**config.mk**
```make
export PLATFORM = sky130hd
export DESIGN_NAME = s_to_p_collect
export DESIGN_NICKNAME = d
export VERILOG_FILES = /design/src/rtl/bnn_serdes_pkg.sv /design/src/rtl/s_to_p_onescnt.sv /design/src/rtl/s_to_p_collect.sv
export SDC_FILE = /design/constraint.sdc
export NUM_CORES = 1
export LEC_CHECK = 0
export BUFFER_PORTS_ARGS = -buffer_cell sky130_fd_sc_hd__buf_2
export CAP_MARGIN = 20
export CORE_MARGIN = 8
export CORE_UTILIZATION = 57
export CTS_BUF_LIST = sky130_fd_sc_hd__clkbuf_16
export CTS_CLUSTER_DIAMETER = 50
export DETAILED_ROUTE_END_ITERATION = 16
export PLACE_DENSITY_LB_ADDON = 0.3
export RECOVER_POWER = 100
export SLEW_MARGIN = 0
export SYNTH_ARGS = -nofsm -noshare
export SYNTH_HDL_FRONTEND = slang
export SYNTH_SLANG_ARGS = --single-unit
```
**constraint.sdc**
```tcl
create_clock -name CLK -period 2.5 [get_ports CLK]
set_input_delay 0.125 -clock CLK [delete_from_list [all_inputs] [get_ports CLK]]
set_output_delay 0.125 -clock CLK [all_outputs]
set_load 0.02 [all_outputs]
```
**src/rtl/bnn_serdes_pkg.sv**
```systemverilog
// Shared types and constants for the BNN serializer / collector pair.
package bnn_serdes_pkg;

  typedef enum logic [1:0] {
    IDLE,
    SKIP,
    SHIFT,
    DONE
  } ser_state_e;

  // Cycles of leading zero the serializer emits before bit 0.
  localparam int unsigned SER_LEAD_BITS = 1;

  function automatic int unsigned cnt_width(input int unsigned width);
    return $clog2(width + 1);
  endfunction

endpackage

```
**src/rtl/s_to_p_onescnt.sv**
```systemverilog
// Gated incremental ones counter; result register loads alongside the collected word.
module s_to_p_onescnt #(
  parameter int unsigned CW = 5
) (
  input  logic          clk,
  input  logic          rst,
  input  logic          clr,
  input  logic          inc_en,
  input  logic          bit_in,
  input  logic          load,
  output logic [CW-1:0] ones_cnt
);

  logic [CW-1:0] acc_q, acc_d;
  logic [CW-1:0] ones_q, ones_d;

  always_comb begin
    acc_d  = acc_q;
    ones_d = ones_q;
    if (clr) begin
      acc_d = '0;
    end else if (inc_en) begin
      acc_d = acc_q + CW'(bit_in);
    end
    // load coincides with the last increment, so take the updated sum
    if (load) begin
      ones_d = acc_d;
    end
  end

  always_ff @(posedge clk) begin
    if (rst) begin
      acc_q  <= '0;
      ones_q <= '0;
    end else begin
      acc_q  <= acc_d;
      ones_q <= ones_d;
    end
  end

  assign ones_cnt = ones_q;

endmodule

```
**src/rtl/s_to_p_collect.sv**
```systemverilog
// Serial-to-parallel collector for the P_TO_S stream, LSB first, with valid/ready output.
// Optional ONES_CNT output enabled by S_TO_P_POPCOUNT_EN.
module s_to_p_collect
  import bnn_serdes_pkg::*;
#(
  parameter  int unsigned WIDTH = 16,
  localparam int unsigned CW    = cnt_width(WIDTH)
) (
  input  logic             CLK,
  input  logic             RST,
  input  logic             EN,
  input  logic             S_IN,
  input  logic             OUT_READY,
  output logic [WIDTH-1:0] P_OUT,
  output logic             OUT_VALID,
  output logic             BUSY,
  output logic             OVERRUN
`ifdef S_TO_P_POPCOUNT_EN
  ,
  output logic [CW-1:0]    ONES_CNT
`endif
);

  ser_state_e       state_q, state_d;
  logic [CW-1:0]    cnt_q, cnt_d;
  logic [WIDTH-1:0] shreg_q, shreg_d;
  logic [WIDTH-1:0] p_out_q, p_out_d;
  logic             out_valid_q, out_valid_d;
  logic             overrun_q, overrun_d;

  always_comb begin
    state_d     = state_q;
    cnt_d       = cnt_q;
    shreg_d     = shreg_q;
    p_out_d     = p_out_q;
    out_valid_d = out_valid_q;
    overrun_d   = overrun_q;

    if (out_valid_q && OUT_READY) begin
      out_valid_d = 1'b0;
    end

    case (state_q)
      IDLE: begin
        if (!EN) begin
          state_d = SKIP;
          cnt_d   = '0;
        end
      end
      SKIP: begin
        state_d = EN ? IDLE : SHIFT;
      end
      SHIFT: begin
        if (EN) begin
          state_d = IDLE;
        end else begin
          for (int unsigned i = 0; i < WIDTH; i++) begin
            if (cnt_q == CW'(i)) shreg_d[i] = S_IN;
          end
          cnt_d = cnt_q + CW'(1);
          // completion overrides the consume above; overrun only if nobody took the old word
          if (cnt_q == CW'(WIDTH - 1)) begin
            p_out_d     = shreg_d;
            out_valid_d = 1'b1;
            if (out_valid_q && !OUT_READY) overrun_d = 1'b1;
            state_d     = DONE;
          end
        end
      end
      DONE: begin
        if (EN) state_d = IDLE;
      end
      default: state_d = IDLE;
    endcase
  end

  always_ff @(posedge CLK) begin
    if (RST) begin
      state_q     <= IDLE;
      cnt_q       <= '0;
      shreg_q     <= '0;
      p_out_q     <= '0;
      out_valid_q <= 1'b0;
      overrun_q   <= 1'b0;
    end else begin
      state_q     <= state_d;
      cnt_q       <= cnt_d;
      shreg_q     <= shreg_d;
      p_out_q     <= p_out_d;
      out_valid_q <= out_valid_d;
      overrun_q   <= overrun_d;
    end
  end

  assign P_OUT     = p_out_q;
  assign OUT_VALID = out_valid_q;
  assign OVERRUN   = overrun_q;
  assign BUSY      = (state_q == SKIP) || (state_q == SHIFT);

`ifdef S_TO_P_POPCOUNT_EN
  logic skip_entry, shift_en, word_load;

  assign skip_entry = (state_q == IDLE) && !EN;
  assign shift_en   = (state_q == SHIFT) && !EN;
  assign word_load  = shift_en && (cnt_q == CW'(WIDTH - 1));

  s_to_p_onescnt #(
    .CW(CW)
  ) u_onescnt (
    .clk      (CLK),
    .rst      (RST),
    .clr      (skip_entry),
    .inc_en   (shift_en),
    .bit_in   (S_IN),
    .load     (word_load),
    .ones_cnt (ONES_CNT)
  );
`endif

endmodule

```
==> results.md, run 1 <==
* Status: complete, no violations
* Worst Path Arrival at 2.18 ns
* Ys flop type: dfxtp_1
* H-tree Lvls at 2
* Least-Margin Pin Slew at ~0.60 ns
* Total congestion overflow at 0
* Slew Limit Headroom at 59.6%
* Critical path peak fanout at 10
* Post-synth top area share at 37.1%
* Reg2reg end: shreg_q[5]
* Post-Synthesis Cells at 235
* Die W at 77.5 µm
* Cell area after synthesis at 2160 µm²
* Largest cells by area after synthesis: dfxtp_1 37%, mux2i_1 12%, ha_1 5.2%, nand2b_1 5.2%, nor2_1 4.2%
* NumNets Final at 260
* Initial antenna violation count at 0
* Via count of the routed design at roughly 1700
* Distinct cell type count after synthesis at 35
* Initial Util at 58.9%
* 1st-iter DRT viols at 106
* Total GRT Usage at 15.5%
* Hold EP: OVERRUN
* Hold Path Depth at 4
* Total CTS buffers at 5
* R2R Path Start: state_q[0]
* Post-synthesis average cell area at 9.17 µm²
* Residual DRC count at 0
* Area growth syn-to-layout at 10.6%
* Largest net degree at the start of global routing at 41
* Antenna Nets Post-Route at 0
* Fin crit period at 2.04 ns
* WP data required at between 2 and 3 ns
* Rows at 22
* Clock skew at ~0.0062 ns
* Drt total wl at 4570 µm
* Synth area leader: dfxtp_1
* Multi-input logic area at around 1200 µm²
* CTS sink cnt at 40
* PwrDens at between 500 and 600 nW/µm²
* Core Box Area at 3660 µm²
* First-pass GRT wire length at 7660 µm
* Mean routed wirelength per cell at about 15 µm
* Die Ht at slightly below 80 µm
* Hold Vio Cnt, Final at 0
* Static leakage at slightly above 0.0009 µW
* # Post-CTS Setup Buffers at 0
* I/O pins at 24
* Fmax at roughly 500 MHz
* Worst-Skew Late Latency at 0.28 ns
* Setup_tns at 0 ns
* Max clock buf depth at 2
* Fin crit share at 81.8%
* Most common library cells after synthesis: 40 x dfxtp_1, 26 x mux2i_1, 24 x nor2_1, 18 x nand2b_1, 17 x nand3_1
* Critical path launch point: state_q[0]
* Maxcap violations at 0
* Setup slack after layout at 0.456 ns
* Port Buf Inserts at 23
* Detailed Routing Iterations Pass 1 at 4
* Yosys Warn Count at 0
* Clock slew at reported path FFs at 0.06 ns
* Async set-reset flop share out of synthesis at 0%
* CP Class: reg2reg
* Syn_nets at 249
* Max VDD drop at roughly 0.26 mV
* Pins over their slew limit at 0
* Register area share after synthesis at a little under two fifths
* R2r worst-path depth at 6
* Final setup violation count at 0
* Layout cells sized above 1 at 11.3%
* Worst setup SP type: flip-flop
* Worst path max stage delay at roughly 0.60 ns
* Most frequent cell after synthesis: dfxtp_1
* Flop-to-flop setup slack at 0.46 ns
* Max stage delay cell, worst path: nor3b_2
* CTS tree: built
* RSZ-0062 raised after global routing: no
* Full die area at roughly 6000 µm²
* #FFs+latches synth at 40
* Antenna cells at 0
* Critical path endpoint category: flip-flop
* Critical-path cell list: inv_1, ha_1, clkbuf_1, nor3b_2, nand3_1, mux2i_1
* Fin util at 65.1%
* Filler Cell Count at 323
* Vias in the first global route at around 1600
* Number of synthesized flops with an enable pin at 0
* GP Congestion at 0.772
* Register Area at between 800 and 900 µm²
* Worst min-delay path category: in2reg
* Worst Hold Launch: OUT_READY
* Root Driver: clkbuf_16
* Final HPWL DP at 3040 µm
* Setup WS pre-CTS at roughly 0.29 ns
* DR vias/cell at 5.72
==> cell families (layout without fill, tap and decap cells) <==
family                   after synthesis  in the layout  share of synthesized area (%)
multiplexers                          26             26                           12.1
flip-flops                            40             40                           37.1
AND/OR/NAND/NOR                       92             92                           26.1
adder cells (fa/ha/maj)                9              9                           5.22
buffers and inverters                 34             46                           7.78
AO/OA/AOI/OAI                         34             34                           11.7
==> state kept, by name, indices dropped and copies added, names as in the netlist <==
name and count:
OUT_VALID 1, OVERRUN 1, P_OUT 16, cnt_q 5, shreg_q 15, state_q 2
==> what timing repair did <==
item / CTS / global route
setup endpoints to repair: 0 / 1
hold buffers: 0 / 0
hold endpoints to repair: 0 / 0
gates resized for setup: 0 / 1
==> per-stage QoR <==
stage          area, µm²  total power [µW]  std cells  hold slack [ns]
2_1_floorplan       2160               692        235            0.309
5_1_grt             2380              1430        295            0.254
3_3_place_gp        2250               703        287            0.444
3_5_place_dp        2250               704        287            0.457
4_1_cts             2410              1400        295            0.207
6_report            2380              1390        295            0.205
==> layout make-up <==
cell class | instances | share of cell area [%]
multi-input cells | 161 | 49.9
flip-flops and latches | 40 | 33.6
repair buffers | 30 | 5.88
clock buffers | 5 | 5.25
well taps | 48 | 2.52
clock inverters | 3 | 1.63
inverters | 8 | 1.26
==> routing by layer <==
metal | GRT usage [%] | up-vias | wire length, µm
met1 | 18.4 | 796 | 2120
li1 | - | 849 | -
met2 | 24.9 | 34 | 2140
met4 | 7.17 | 0 | 76
met3 | 5.07 | 9 | 238
met5 | 0 | - | 0
==> how the worst max path moves through the flow <==
stage,endpoint,slack (ns),cells after the start
floorplan,P_OUT[8],0.66,9
global placement,P_OUT[9],0.38,6
detailed placement,P_OUT[8],0.29,6
CTS,P_OUT[11],0.22,6
global route,shreg_q[6],0.30,6
finish,shreg_q[5],0.46,6
==> report_power, final <==
| group | switching [µW] | total [µW] | internal [µW] |
|---|---|---|---|
| Clock | 234 | 698 | 465 |
| Combinational | 32.9 | 48.6 | 15.7 |
| Sequential | 2.27 | 642 | 640 |
==> critical path, delay by kind of cell, from the launching register on <==
kind	cells	cell delay, ns
adders and majority gates	1	0.17
and+or+nand+nor	2	0.78
muxes	1	0.15
DFF	1	0.35
buffers and inverters	2	0.46
==> layout by cell type (no fill, tap or decap), drive strengths merged <==
master and n:
nor3b 2, o21bai 2, a21oi 5, nand3 17, o21ai 1, nand2 8, o2111ai 1, nor3 1
mux2i 26, nand3b 1, clkinv 1, a211oi 12, o31ai 4, and3b 2, nand4 4, a311oi 4
nor4b 4, nand2b 18, nand4b 3, buf 10, clkbuf 25, ha 9, inv 9, a31oi 2
nor2 24, dfxtp 40, and4bb 4, nor2b 3, a221o 1, bufinv 1, and3 1, a22oi 2
Power figures use the tool's default switching activity.
==> inputs of run 2 (changes only) <==
- CORE_UTILIZATION: 57 -> 52
- clock period: 2.5 -> 1.8 ns (I/O delays scaled with it)
==> results.md, run 2 (synthesized netlist as in run 1, its figures left out) <==
* Status: complete, no violations
* PwrDens at 788 nW/µm²
* Area growth syn-to-layout at 14.5%
* Drt total wl at 4960 µm
* Fin crit period at 1.67 ns
* Worst Path Buf+Inv at 1
* First-pass GRT wire length at 7710 µm
* Root Driver: clkbuf_16
* Antenna Nets Post-Route at 0
* Port Buf Inserts at 23
* Max clock buf depth at 2
* Die W at 80.4 µm
* Commonest non-fill, non-tap cell in the layout: dfxtp_1
* Largest net degree at the start of global routing at between 40 and 50
* Max stage delay cell, worst path: dfxtp_2
* Rows at 23
* Commonest cells after routing, fill and taps aside: 38 x dfxtp_1, 26 x mux2i_1, 24 x nor2_1
* CP Class: reg2reg
* Antenna cells at 0
* Worst min-delay path category: in2reg
* Critical path peak fanout at 16
* WP data required at a little under 2 ns
* H-tree Lvls at 2
* Hold Vio Cnt, Final at 0
* Initial antenna violation count at 0
* Setup WS pre-CTS at roughly 0.083 ns
* Least-Margin Pin Slew at 0.581 ns
* Clock slew at reported path FFs at 0.06 ns
* Residual DRC count at 0
* Fin crit share at 92.9%
* I/O pins at 24
* Clock skew at 0.00797 ns
* Total CTS buffers at 5
* Detailed Routing Iterations Pass 1 at 4
* GP Congestion at about 0.83
* CTS sink cnt at 40
* 1st-iter DRT viols at roughly 120
* Worst setup SP type: flip-flop
* Fmax at 598 MHz
* Die Ht at between 80 and 90 µm
* Critical path endpoint category: flip-flop
* Via count of the routed design at about 1700
* Core Box Area at roughly 4000 µm²
* Worst path max stage delay at 0.34 ns
* Vias in the first global route at between 1500 and 2000
* CP top delay family: simple AND/OR/NAND/NOR gates
* Full die area at 6460 µm²
* Setup slack after layout at ~0.13 ns
* CTS tree: built
* Setup_tns at 0 ns
* NumNets Final at ~270
* Worst-Skew Late Latency at 0.28 ns
* Slew Limit Headroom at 61.3%
* Mean routed wirelength per cell at between 15 and 20 µm
* Critical-path cell list: ha_1, and3_1, ha_2, and3b_2, buf_4, a311oi_1
* Pins over their slew limit at 0
* Placed cells at slightly below 300
* Initial Util at 53.9%
* Final HPWL DP at 3180 µm
* Layout cells sized above 1 at 15.6%
* Fin util at 61.7%
* CTS Hold Buffers Added at 0
* Maxcap violations at 0
* Final setup violation count at 0
* DR vias/cell at 5.63
* Total congestion overflow at 0
* Static leakage at 0.000965 µW
* Total GRT Usage at between 10 and 15%
* Max FFs per register at 16
* Worst Path Arrival at around 1.9 ns
* Max VDD drop at 0.313 mV
* Finished Layout Cells at approximately 310
* Filler Cell Count at 353
-- run 2: tightest hold or removal path, cell delays in order --
cell,delay [ns]
buf_2,0.10
inv_1,0.06
a21oi_1,0.06
nor2_1,0.08
-- run 2: per-stage QoR --
stage	power (µW)	area, µm²	hold slack [ns]
floorplan	961	2160	0.274
global placement	978	2320	0.414
detailed placement	979	2320	0.424
CTS	1950	2480	0.154
global route	2000	2470	0.179
finish	1950	2470	0.148
-- run 2: final timing paths --
check             startpoint   endpoint  slack [ns]  cells after the start
setup / recovery    cnt_q[0]   P_OUT[8]        0.13                      6
hold / removal     OUT_READY  OUT_VALID        0.15                      4
setup reg to reg    cnt_q[0]   P_OUT[8]        0.13                      6
hold reg to reg    P_OUT[15]  P_OUT[15]        0.46                      2
-- run 2: layer usage --
metal	wire (µm)	global-route usage, %
met2	2280	22.6
met3	280	3.91
met5	0	0
met4	58	5.45
met1	2340	19.7
-- run 2: cell type report --
cell class / instances / area (µm²) / area share (%)
Multi-Input combinational cell: 161 / 1190 / 48.1
Sequential cell: 40 / 803 / 32.6
Timing Repair Buffer: 39 / 221 / 8.98
Clock buffer: 5 / 125 / 5.07
Tap cell: 50 / 62.6 / 2.54
Clock inverter: 3 / 38.8 / 1.57
Inverter: 8 / 30.0 / 1.22
-- run 2: where the power goes --
| part | switching, µW | internal, µW | leakage [µW] | total [µW] |
|---|---|---|---|---|
| Sequential | 2.76 | 888 | 0.000323 | 891 |
| Clock | 340 | 646 | 0.0000850 | 986 |
| Combinational | 46.4 | 22.2 | 0.000557 | 68.6 |
-- run 2: timing repair --
action | CTS | global route
buffers inserted | 0 | 0
endpoints found under the setup margin | 0 | 10
gates resized for setup | 0 | 4
